==> config.mk <==
export PLATFORM = sky130hd
export DESIGN_NAME = hd_instr_loader
export DESIGN_NICKNAME = d
export VERILOG_FILES = /design/src/rtl/hd_loader_pkg.sv /design/src/rtl/hd_addr_gen.sv /design/src/rtl/hd_instr_loader.sv
export SDC_FILE = /design/constraint.sdc
export NUM_CORES = 1
export LEC_CHECK = 0
export ABC_AREA = 1
export CAP_MARGIN = 40
export CORE_ASPECT_RATIO = 0.5
export CORE_UTILIZATION = 45
export DETAILED_ROUTE_END_ITERATION = 8
export PLACE_DENSITY = 0.77
export SKIP_LAST_GASP = 1
export SYNTH_ARGS = -nofsm -noshare
export SYNTH_HDL_FRONTEND = slang
export SYNTH_HIERARCHICAL = 1
export SYNTH_SLANG_ARGS = --single-unit
==> constraint.sdc <==
create_clock -name clock -period 1.9 [get_ports clock]
set_clock_uncertainty 0.1 [all_clocks]
set_input_delay 0.38 -clock clock [delete_from_list [all_inputs] [get_ports clock]]
set_output_delay 0.38 -clock clock [all_outputs]
set_load 0.02 [all_outputs]
==> src/rtl/hd_loader_pkg.sv <==
// Shared state encoding, strobe codes and default block size for the HD-to-instruction-memory loader.
package hd_loader_pkg;

  localparam int unsigned DEF_TAM_BLOCO = 200;

  localparam logic [1:0] STROBE_IDLE = 2'b00;
  localparam logic [1:0] SAVE_WORD   = 2'b01;
  localparam logic [1:0] FIM_OK      = 2'b01;
  localparam logic [1:0] FIM_REJ     = 2'b10;

  typedef enum logic [3:0] {
    ST_IDLE,
    ST_REQ_HDR,
    ST_WAIT_HDR,
    ST_REQ_WORD,
    ST_WAIT_WORD,
    ST_PUSH,
    ST_REQ_CHK,
    ST_WAIT_CHK,
    ST_END,
    ST_ERR
  } state_e;

endpackage

==> src/rtl/hd_addr_gen.sv <==
// HD word address generator: captured block base (slot * block size) plus a word offset counter.
module hd_addr_gen
  import hd_loader_pkg::*;
#(
  parameter int unsigned TAM_BLOCO = DEF_TAM_BLOCO,
  parameter int unsigned HD_ADDR_W = 12,
  parameter int unsigned PROG_W    = 4,
  parameter int unsigned CNT_W     = $clog2(TAM_BLOCO)
) (
  input  logic                 clk,
  input  logic                 rst_n,
  input  logic                 load_base,
  input  logic [PROG_W-1:0]    prog_index,
  input  logic                 clr_off,
  input  logic                 set_off,
  input  logic                 inc_off,
  input  logic [CNT_W-1:0]     len,
  output logic [HD_ADDR_W-1:0] hd_addr,
  output logic                 last
);

  logic [HD_ADDR_W-1:0] base_q, base_d;
  logic [CNT_W-1:0]     off_q, off_d;

  // NOTE: every signal written here gets a default first, so no path can infer a latch.
  always_comb begin
    base_d = base_q;
    off_d  = off_q;
    if (load_base) begin
      base_d = HD_ADDR_W'(32'(prog_index) * TAM_BLOCO);
    end
    if (clr_off) begin
      off_d = '0;
    end else if (set_off) begin
      off_d = CNT_W'(1);
    end else if (inc_off) begin
      off_d = off_q + CNT_W'(1);
    end
  end

  // NOTE: state registers use non-blocking assignments so all flops update together at the edge.
  always_ff @(posedge clk or negedge rst_n) begin
    if (!rst_n) begin
      base_q <= '0;
      off_q  <= '0;
    end else begin
      base_q <= base_d;
      off_q  <= off_d;
    end
  end

  assign hd_addr = base_q + HD_ADDR_W'(off_q);
  assign last    = (off_q == len);

endmodule

==> src/rtl/hd_instr_loader.sv <==
// Reads one program block (length header + instructions) from the HD and pushes each word to instruction memory.
// Optional macro HD_LOADER_CHECKSUM_EN: block carries a trailing XOR checksum word that must match.
module hd_instr_loader
  import hd_loader_pkg::*;
#(
  parameter int unsigned WORD_W    = 32,
  parameter int unsigned TAM_BLOCO = DEF_TAM_BLOCO,
  parameter int unsigned HD_ADDR_W = 12,
  parameter int unsigned PROG_W    = 4
) (
  input  logic                 clock,
  input  logic                 reset,
  input  logic                 start,
  input  logic [PROG_W-1:0]    progIndex,
  output logic [HD_ADDR_W-1:0] hdAddr,
  output logic                 hdRead,
  input  logic [WORD_W-1:0]    hdData,
  input  logic                 hdValid,
  output logic [WORD_W-1:0]    entradaDeInstrucao,
  output logic [1:0]           controleSalvaInstrucao,
  output logic [1:0]           ControleFimDeLeitura,
  output logic                 busy,
  output logic                 done,
  output logic                 error
);

  localparam int unsigned CNT_W = $clog2(TAM_BLOCO);
`ifdef HD_LOADER_CHECKSUM_EN
  localparam int unsigned LIMIT = TAM_BLOCO - 2;
`else
  localparam int unsigned LIMIT = TAM_BLOCO - 1;
`endif

  state_e            state_q, state_d;
  logic [CNT_W-1:0]  len_q, len_d;
  logic [WORD_W-1:0] data_q, data_d;
  logic              error_q, error_d;
  logic              load_base, clr_off, set_off, inc_off, last;
  logic              hdr_bad;
`ifdef HD_LOADER_CHECKSUM_EN
  logic [WORD_W-1:0] csum_q, csum_d;
`endif

  hd_addr_gen #(
    .TAM_BLOCO (TAM_BLOCO),
    .HD_ADDR_W (HD_ADDR_W),
    .PROG_W    (PROG_W),
    .CNT_W     (CNT_W)
  ) u_addr_gen (
    .clk        (clock),
    .rst_n      (reset),
    .load_base  (load_base),
    .prog_index (progIndex),
    .clr_off    (clr_off),
    .set_off    (set_off),
    .inc_off    (inc_off),
    .len        (len_q),
    .hd_addr    (hdAddr),
    .last       (last)
  );

  // Any header bit above the counter width makes the length unrepresentable, hence bad.
  assign hdr_bad = (hdData[WORD_W-1:CNT_W] != '0)
                || (hdData[CNT_W-1:0] == '0)
                || (32'(hdData[CNT_W-1:0]) > LIMIT);

  always_comb begin
    state_d   = state_q;
    len_d     = len_q;
    data_d    = data_q;
    error_d   = error_q;
    load_base = 1'b0;
    clr_off   = 1'b0;
    set_off   = 1'b0;
    inc_off   = 1'b0;
`ifdef HD_LOADER_CHECKSUM_EN
    csum_d    = csum_q;
`endif
    unique case (state_q)
      ST_IDLE: begin
        if (start) begin
          load_base = 1'b1;
          clr_off   = 1'b1;
          error_d   = 1'b0;
`ifdef HD_LOADER_CHECKSUM_EN
          csum_d    = '0;
`endif
          state_d   = ST_REQ_HDR;
        end
      end
      ST_REQ_HDR: state_d = ST_WAIT_HDR;
      ST_WAIT_HDR: begin
        if (hdValid) begin
          if (hdr_bad) begin
            error_d = 1'b1;
            state_d = ST_ERR;
          end else begin
            len_d   = hdData[CNT_W-1:0];
            set_off = 1'b1;
            state_d = ST_REQ_WORD;
          end
        end
      end
      ST_REQ_WORD: state_d = ST_WAIT_WORD;
      ST_WAIT_WORD: begin
        if (hdValid) begin
          data_d  = hdData;
`ifdef HD_LOADER_CHECKSUM_EN
          csum_d  = csum_q ^ hdData;
`endif
          state_d = ST_PUSH;
        end
      end
      ST_PUSH: begin
        if (last) begin
`ifdef HD_LOADER_CHECKSUM_EN
          inc_off = 1'b1;
          state_d = ST_REQ_CHK;
`else
          state_d = ST_END;
`endif
        end else begin
          inc_off = 1'b1;
          state_d = ST_REQ_WORD;
        end
      end
`ifdef HD_LOADER_CHECKSUM_EN
      ST_REQ_CHK: state_d = ST_WAIT_CHK;
      ST_WAIT_CHK: begin
        if (hdValid) begin
          if (hdData == csum_q) begin
            state_d = ST_END;
          end else begin
            error_d = 1'b1;
            state_d = ST_ERR;
          end
        end
      end
`endif
      ST_END:  state_d = ST_IDLE;
      ST_ERR:  state_d = ST_IDLE;
      default: state_d = ST_IDLE;
    endcase
  end

  always_ff @(posedge clock or negedge reset) begin
    if (!reset) begin
      state_q <= ST_IDLE;
      len_q   <= '0;
      data_q  <= '0;
      error_q <= 1'b0;
    end else begin
      state_q <= state_d;
      len_q   <= len_d;
      data_q  <= data_d;
      error_q <= error_d;
    end
  end

`ifdef HD_LOADER_CHECKSUM_EN
  always_ff @(posedge clock or negedge reset) begin
    if (!reset) begin
      csum_q <= '0;
    end else begin
      csum_q <= csum_d;
    end
  end
`endif

  // Moore decode keeps strobes mutually exclusive and stable for the memory's negedge sample.
  always_comb begin
    hdRead                 = 1'b0;
    controleSalvaInstrucao = STROBE_IDLE;
    ControleFimDeLeitura   = STROBE_IDLE;
    done                   = 1'b0;
    unique case (state_q)
      ST_REQ_HDR, ST_REQ_WORD, ST_REQ_CHK: hdRead = 1'b1;
      ST_PUSH: controleSalvaInstrucao = SAVE_WORD;
      ST_END: begin
        ControleFimDeLeitura = FIM_OK;
        done                 = 1'b1;
      end
      ST_ERR:  ControleFimDeLeitura = FIM_REJ;
      default: ;
    endcase
  end

  assign busy               = (state_q != ST_IDLE);
  assign error              = error_q;
  assign entradaDeInstrucao = data_q;

endmodule

# ---- Word-level counts from Yosys, hierarchy flattened
# Cells that the tools add are included.
dict set report word_totals {
  regBits 62
  in_bits 40
  out_inout_bits 52
  wordCells 61
}
dict set report op_classes {
  addsub 2
  n_mul 1
  magnitude_cmp 1
  n_eq_ne 13
  mux 24
  bitwise 1
  reduce_logical 13
}
# op count
set op_table {}
lappend op_table {{$mux 8} 3}
lappend op_table {{$pmux 4 s6} 1}
lappend op_table {{$reduce_bool 24->1} 1}
lappend op_table {{$mux 4} 5}
lappend op_table {{$mux 1} 13}
lappend op_table {{$add 12x8->12} 1}
lappend op_table {{$eq 4x3->1 const B} 3}
lappend op_table {{$mul 4x5->9 const B} 1}
lappend op_table {{$add 8x1->8 const B} 1}
lappend op_table {{$eq 4x2->1 const B} 2}
lappend op_table {{$eq 4x4->1 const B} 2}
lappend op_table {{$eq 8x8->1} 1}
lappend op_table {{$gt 8x8->1 const B} 1}
lappend op_table {{$logic_not 8->1} 1}
lappend op_table {{$ne 2x2->1 const B} 4}
lappend op_table {{$reduce_and 3->1} 2}
lappend op_table {{$eq 4x1->1 const B} 1}
lappend op_table {{$logic_not 4->1} 1}
lappend op_table {{$pmux 2 s2} 1}
lappend op_table {{$reduce_and 4->1} 1}
lappend op_table {{$reduce_bool 4->1} 1}
lappend op_table {{$reduce_bool 3->1} 1}
lappend op_table {{$reduce_or 3->1} 1}
lappend op_table {{$logic_or 1x1->1} 2}
lappend op_table {{4 further kinds} 4}

# ---- Longest topological paths before layout
dict set report logic_depth {
  depth_word 8
  mapped_depth 13
  mapped_depth_nobuf 13
}

# ---- Hierarchy
# The synthesis kept the hierarchy.
# module instances cells_each area_each_um2 seq_area_each_um2
set by_module_without_submodules {}
lappend by_module_without_submodules {hd_instr_loader 1 236 2303.5 1126.1}
lappend by_module_without_submodules {hd_addr_gen 1 172 1343.8 425.4}

# ---- Worst setup path before layout
# Ideal clock, no wire load.
dict set report synth_path {
  path_type {reg-to-output}
  start {reg u_addr_gen.off_q[3]}
  end {out hdAddr[9]}
  arrival_time_ps 1614
  required_time_ps 1420
  slack_ps -194
  path_stages_with_launch 8
  n_path_buf 0
  cell_sequence {dfrtp_1 -> ha_1 -> fa_1 -> nand2_1 -> nand2_1 -> nand3_1 -> nand2_1 -> xor2_1}
}
dict set report synth_via {
  elab_chain_cells 1
}
# item line_no
set synth_lines {}
lappend synth_lines {{from (decl)} hd_addr_gen.sv:23} ;# logic [CNT_W-1:0] off_q, off_d;
lappend synth_lines {{from (signal assigned)} hd_addr_gen.sv:45} ;# off_q <= '0;
lappend synth_lines {{from (signal assigned)} hd_addr_gen.sv:48} ;# off_q <= off_d;
lappend synth_lines {{$add 12x8->12} hd_addr_gen.sv:52} ;# assign hd_addr = base_q + HD_ADDR_W'(off_q);
lappend synth_lines {{to (decl)} hd_instr_loader.sv:15} ;# output logic [HD_ADDR_W-1:0] hdAddr,
# No other way between the ends.

# ---- Worst setup path after layout
# Ends and elaborated chain as after synthesis.

==> results by group <==
Power
  – Maximum VDD drop: 913.3 uV
  – Cell Pwr Density: 1316 nW/um^2
  – Leakage power: 0.002844 uW

Critical path
  – R2r setup slk: 0 ns
  – Crit path capture type: output pin
  – CP max FO: 3
  – R2R cell count: 13
  – Reg2Reg Launch Point: state_q[2]
  – Critical path startpoint: u_addr_gen/off_q[3]
  – Critical path destination: hdAddr[9]
  – Worst Setup Path Type: reg -> out
  – Worst setup SP type: flop
  – Required @ worst endpoint: 1.42 ns
  – Worst Path Arrival: 1.84 ns
  – RR Endpoint: u_addr_gen/off_q[6]

Final layout
  – Total area of sequential cells: 1553 um^2
  – Final instance area: 5558 um^2
  – ANT cells: 0
  – # fillers: 544
  – Area taken by multi-input logic gates: 1891 um^2
  – Nets: 626
  – Area added between synthesis and finish: 52.38%
  – Layout cell share with drive strength beyond 1: 29.67%
  – Post-Route Utilization: 73.42%

Detailed routing
  – First-pass DRT Iterations: 5
  – Avg WL per Cell: 13.31 um
  – Met1 wire length: 4027 um
  – Max layer used: met4
  – Via/cell ratio: 4.712
  – DR vias: 3,209
  – First-iteration detailed-routing DRC count: 120
  – Detailed Route WL: 9064 um
  – Met3 WL: 415 um
  – Metal2 WL: 4492 um
  – DRC viols: 0
  – Final ANT Viol Nets: 0

Die
  – Core Box Area: 7570 um^2
  – Starting Density: 48.18%
  – Std cell rows: 22
  – I/O pin cnt: 92
  – Die W: 129.3 um
  – Die Area: 8491 um^2
  – Die Ht: 65.66 um

Hold path
  – Worst Hold Class: in -> reg

Yosys
  – Netlist cell types: 35
  – Ys async rst share: 100.0%
  – Synth warn: 6
  – Synthesized flop and latch total: 62
  – Synthesized instance count: 408
  – Number of synthesized flops with an enable pin: 0
  – Cell Area, Synth: 3647 um^2
  – Synth Flop Type: dfrtp_1
  – Syn_area_per_cell: 8.939 um^2
  – Post-Syn Nets: 465
  – Sequential area share after synthesis: 42.54%

Global route
  – GRT overflow: 0
  – Global-route wire length before repair: 14,400 um
  – Vias in the first global route: 3,125
  – All-layer global routing usage: 22.29%
  – Antenna violations before repair: 0
  – Largest net degree at the start of global routing: 63

STA
  – Worst Hold Slack: 0.3229 ns
  – Max Fclk: 0.4306 GHz
  – Final Critical Period: 2.323 ns
  – Setup TNS: -2.250 ns
  – Fin. max-slew vios: 0
  – RSZ-0062 raised after global routing: yes
  – Fin crit share: 122.2%
  – Endpoints failing setup: 11
  – Final Hold Vio Count: 0
  – Setup ws final: -0.4225 ns

Placement
  – RePlAce Congestion: 0.8482
  – Final HPWL DP: 6398 um
  – DP Area: 5059 um^2
  – I/O Buffers: 90

Status
  – Violated checks: setup timing
  – Status: complete, but fails checks

Clock tree
  – Register clock-pin slew on the reported worst setup and hold paths: 0.05 ns
  – Num CTS Buffers: 9
  – Clock sinks: 62
  – Skew-Pair Late Insertion Delay: 0.32 ns
  – H-tree level count: 3
  – CTS tree: yes
  – Deepest clock path buffer count: 2
  – Clk root buf: clkbuf_16

Run
  – Max Cap Viol: 0
## cell usage after synthesis (3+ instances only)
| cell | n | area, um^2 |
|---|---|---|
| xor2_1 | 4 | 35.03 |
| nor2_1 | 39 | 146.4 |
| inv_1 | 57 | 214.0 |
| nor2_2 | 3 | 18.77 |
| mux2_4 | 20 | 300.3 |
| mux2_1 | 4 | 45.04 |
| nand3_1 | 14 | 70.07 |
| xnor2_1 | 11 | 96.34 |
| ha_1 | 15 | 187.7 |
| a21oi_1 | 10 | 50.05 |
| o21a_1 | 9 | 67.56 |
| o21ai_0 | 6 | 30.03 |
| nand2_1 | 103 | 386.6 |
| buf_4 | 7 | 52.55 |
| dfrtp_1 | 62 | 1551 |
| nand4_1 | 12 | 75.07 |
| nor2_4 | 5 | 56.30 |
## logic make-up after synthesis
group | Yosys count | synth area share, %
buffers and inverters | 72 | 9.331
flip-flops | 62 | 42.54
AO/OA/AOI/OAI | 29 | 4.837
other | 1 | 0.1028
AND/OR/NAND/NOR | 188 | 23.88
adder cells (fa/ha/maj) | 17 | 6.244
XOR/XNOR | 15 | 3.602
multiplexers | 24 | 9.468
## where the power goes
group          switching [uW]  total (uW)  internal [uW]
logic                    1750        3570           1810
registers                 355        2160           1810
clock network             549        1590           1040
## what timing repair did
action / in CTS / in global routing
endpoints found under the setup margin: 22 / 29
pin swaps: 39 / 29
hold endpoints to repair: 62 / 0
gates cloned: 0 / 0
hold buffers: 1 / 0
setup buffers: 12 / 7
gates resized for setup: 107 / 38
## flip-flops by register name (all words and copies together) (netlist names)
name	cells
error	1
u_addr_gen/off_q	8
len_q	8
u_addr_gen/base_q	9
entradaDeInstrucao	32
state_q	4
## stage by stage
step | power (uW) | cells | worst slack [ns]
after floorplan | 4011 | 408 | -0.00008260
after global placement | 5549 | 651 | -0.5196
after detailed placement | 5614 | 651 | -0.5501
after CTS | 7262 | 679 | -0.4373
after global routing | 7721 | 681 | -0.5115
final | 7316 | 681 | -0.4225
## layout make-up
| cell class | count | share of cell area, % |
|---|---|---|
| clock buffer | 11 | 4.367 |
| clock inverter | 4 | 0.8555 |
| inverter | 60 | 4.075 |
| multi-input combinational | 274 | 34.02 |
| sequential | 62 | 27.94 |
| tap | 108 | 2.431 |
| timing repair buffer | 162 | 26.32 |
## per-layer routing
layer  track usage (%)  vias up
met4             5.882        0
met1             26.92     1522
met3             5.375       14
li1                  -     1607
met5                 0        -
met2             40.05       66
## worst min-delay path by stage
stage,to,startpoint,depth (start not counted),slack (ns)
floorplan,entradaDeInstrucao[0],reset,0,-0.02
global placement,entradaDeInstrucao[10],reset,2,0.31
detailed placement,entradaDeInstrucao[11],reset,2,0.32
global route,entradaDeInstrucao[31],hdData[31],2,0.34
CTS,entradaDeInstrucao[24],hdData[24],2,0.32
finish,entradaDeInstrucao[24],hdData[24],2,0.32
## worst max-delay path, cell delays in order (launching register included)
cell and delay (ns):
dfrtp_1 0.38, ha_2 0.20, fa_2 0.35, nand2_2 0.07
nand2_2 0.07, nand3_2 0.10, nand2_4 0.07, xor2_4 0.15
buf_6 0.13
## placed cells by master, fill, tap and decap left out, drive strengths merged
cell type / synthesis / routed
clkbuf: 0 / 13
bufinv: 0 / 1
o21a: 9 / 9
o31ai: 1 / 1
buf: 12 / 82
a21oi: 10 / 10
clkdlybuf4s50: 0 / 37
inv: 59 / 59
xnor2: 11 / 11
clkinv: 1 / 3
clkinvlp: 0 / 1
nand4: 12 / 12
dfrtp: 62 / 62
mux2: 24 / 24
conb: 1 / 1
o21bai: 1 / 1
xor2: 4 / 4
nand3: 18 / 18
o21ai: 6 / 6
o22ai: 1 / 1
dlygate4sd2: 0 / 28
nand2: 105 / 105
clkdlybuf4s15: 0 / 2
nor2: 48 / 48
dlygate4sd3: 0 / 1
dlymetal6s2s: 0 / 10
nand3b: 1 / 1
nor3: 2 / 2
ha: 15 / 15
or2: 2 / 2
fa: 2 / 2
o211ai: 1 / 1
Power figures use the tool's default switching activity.
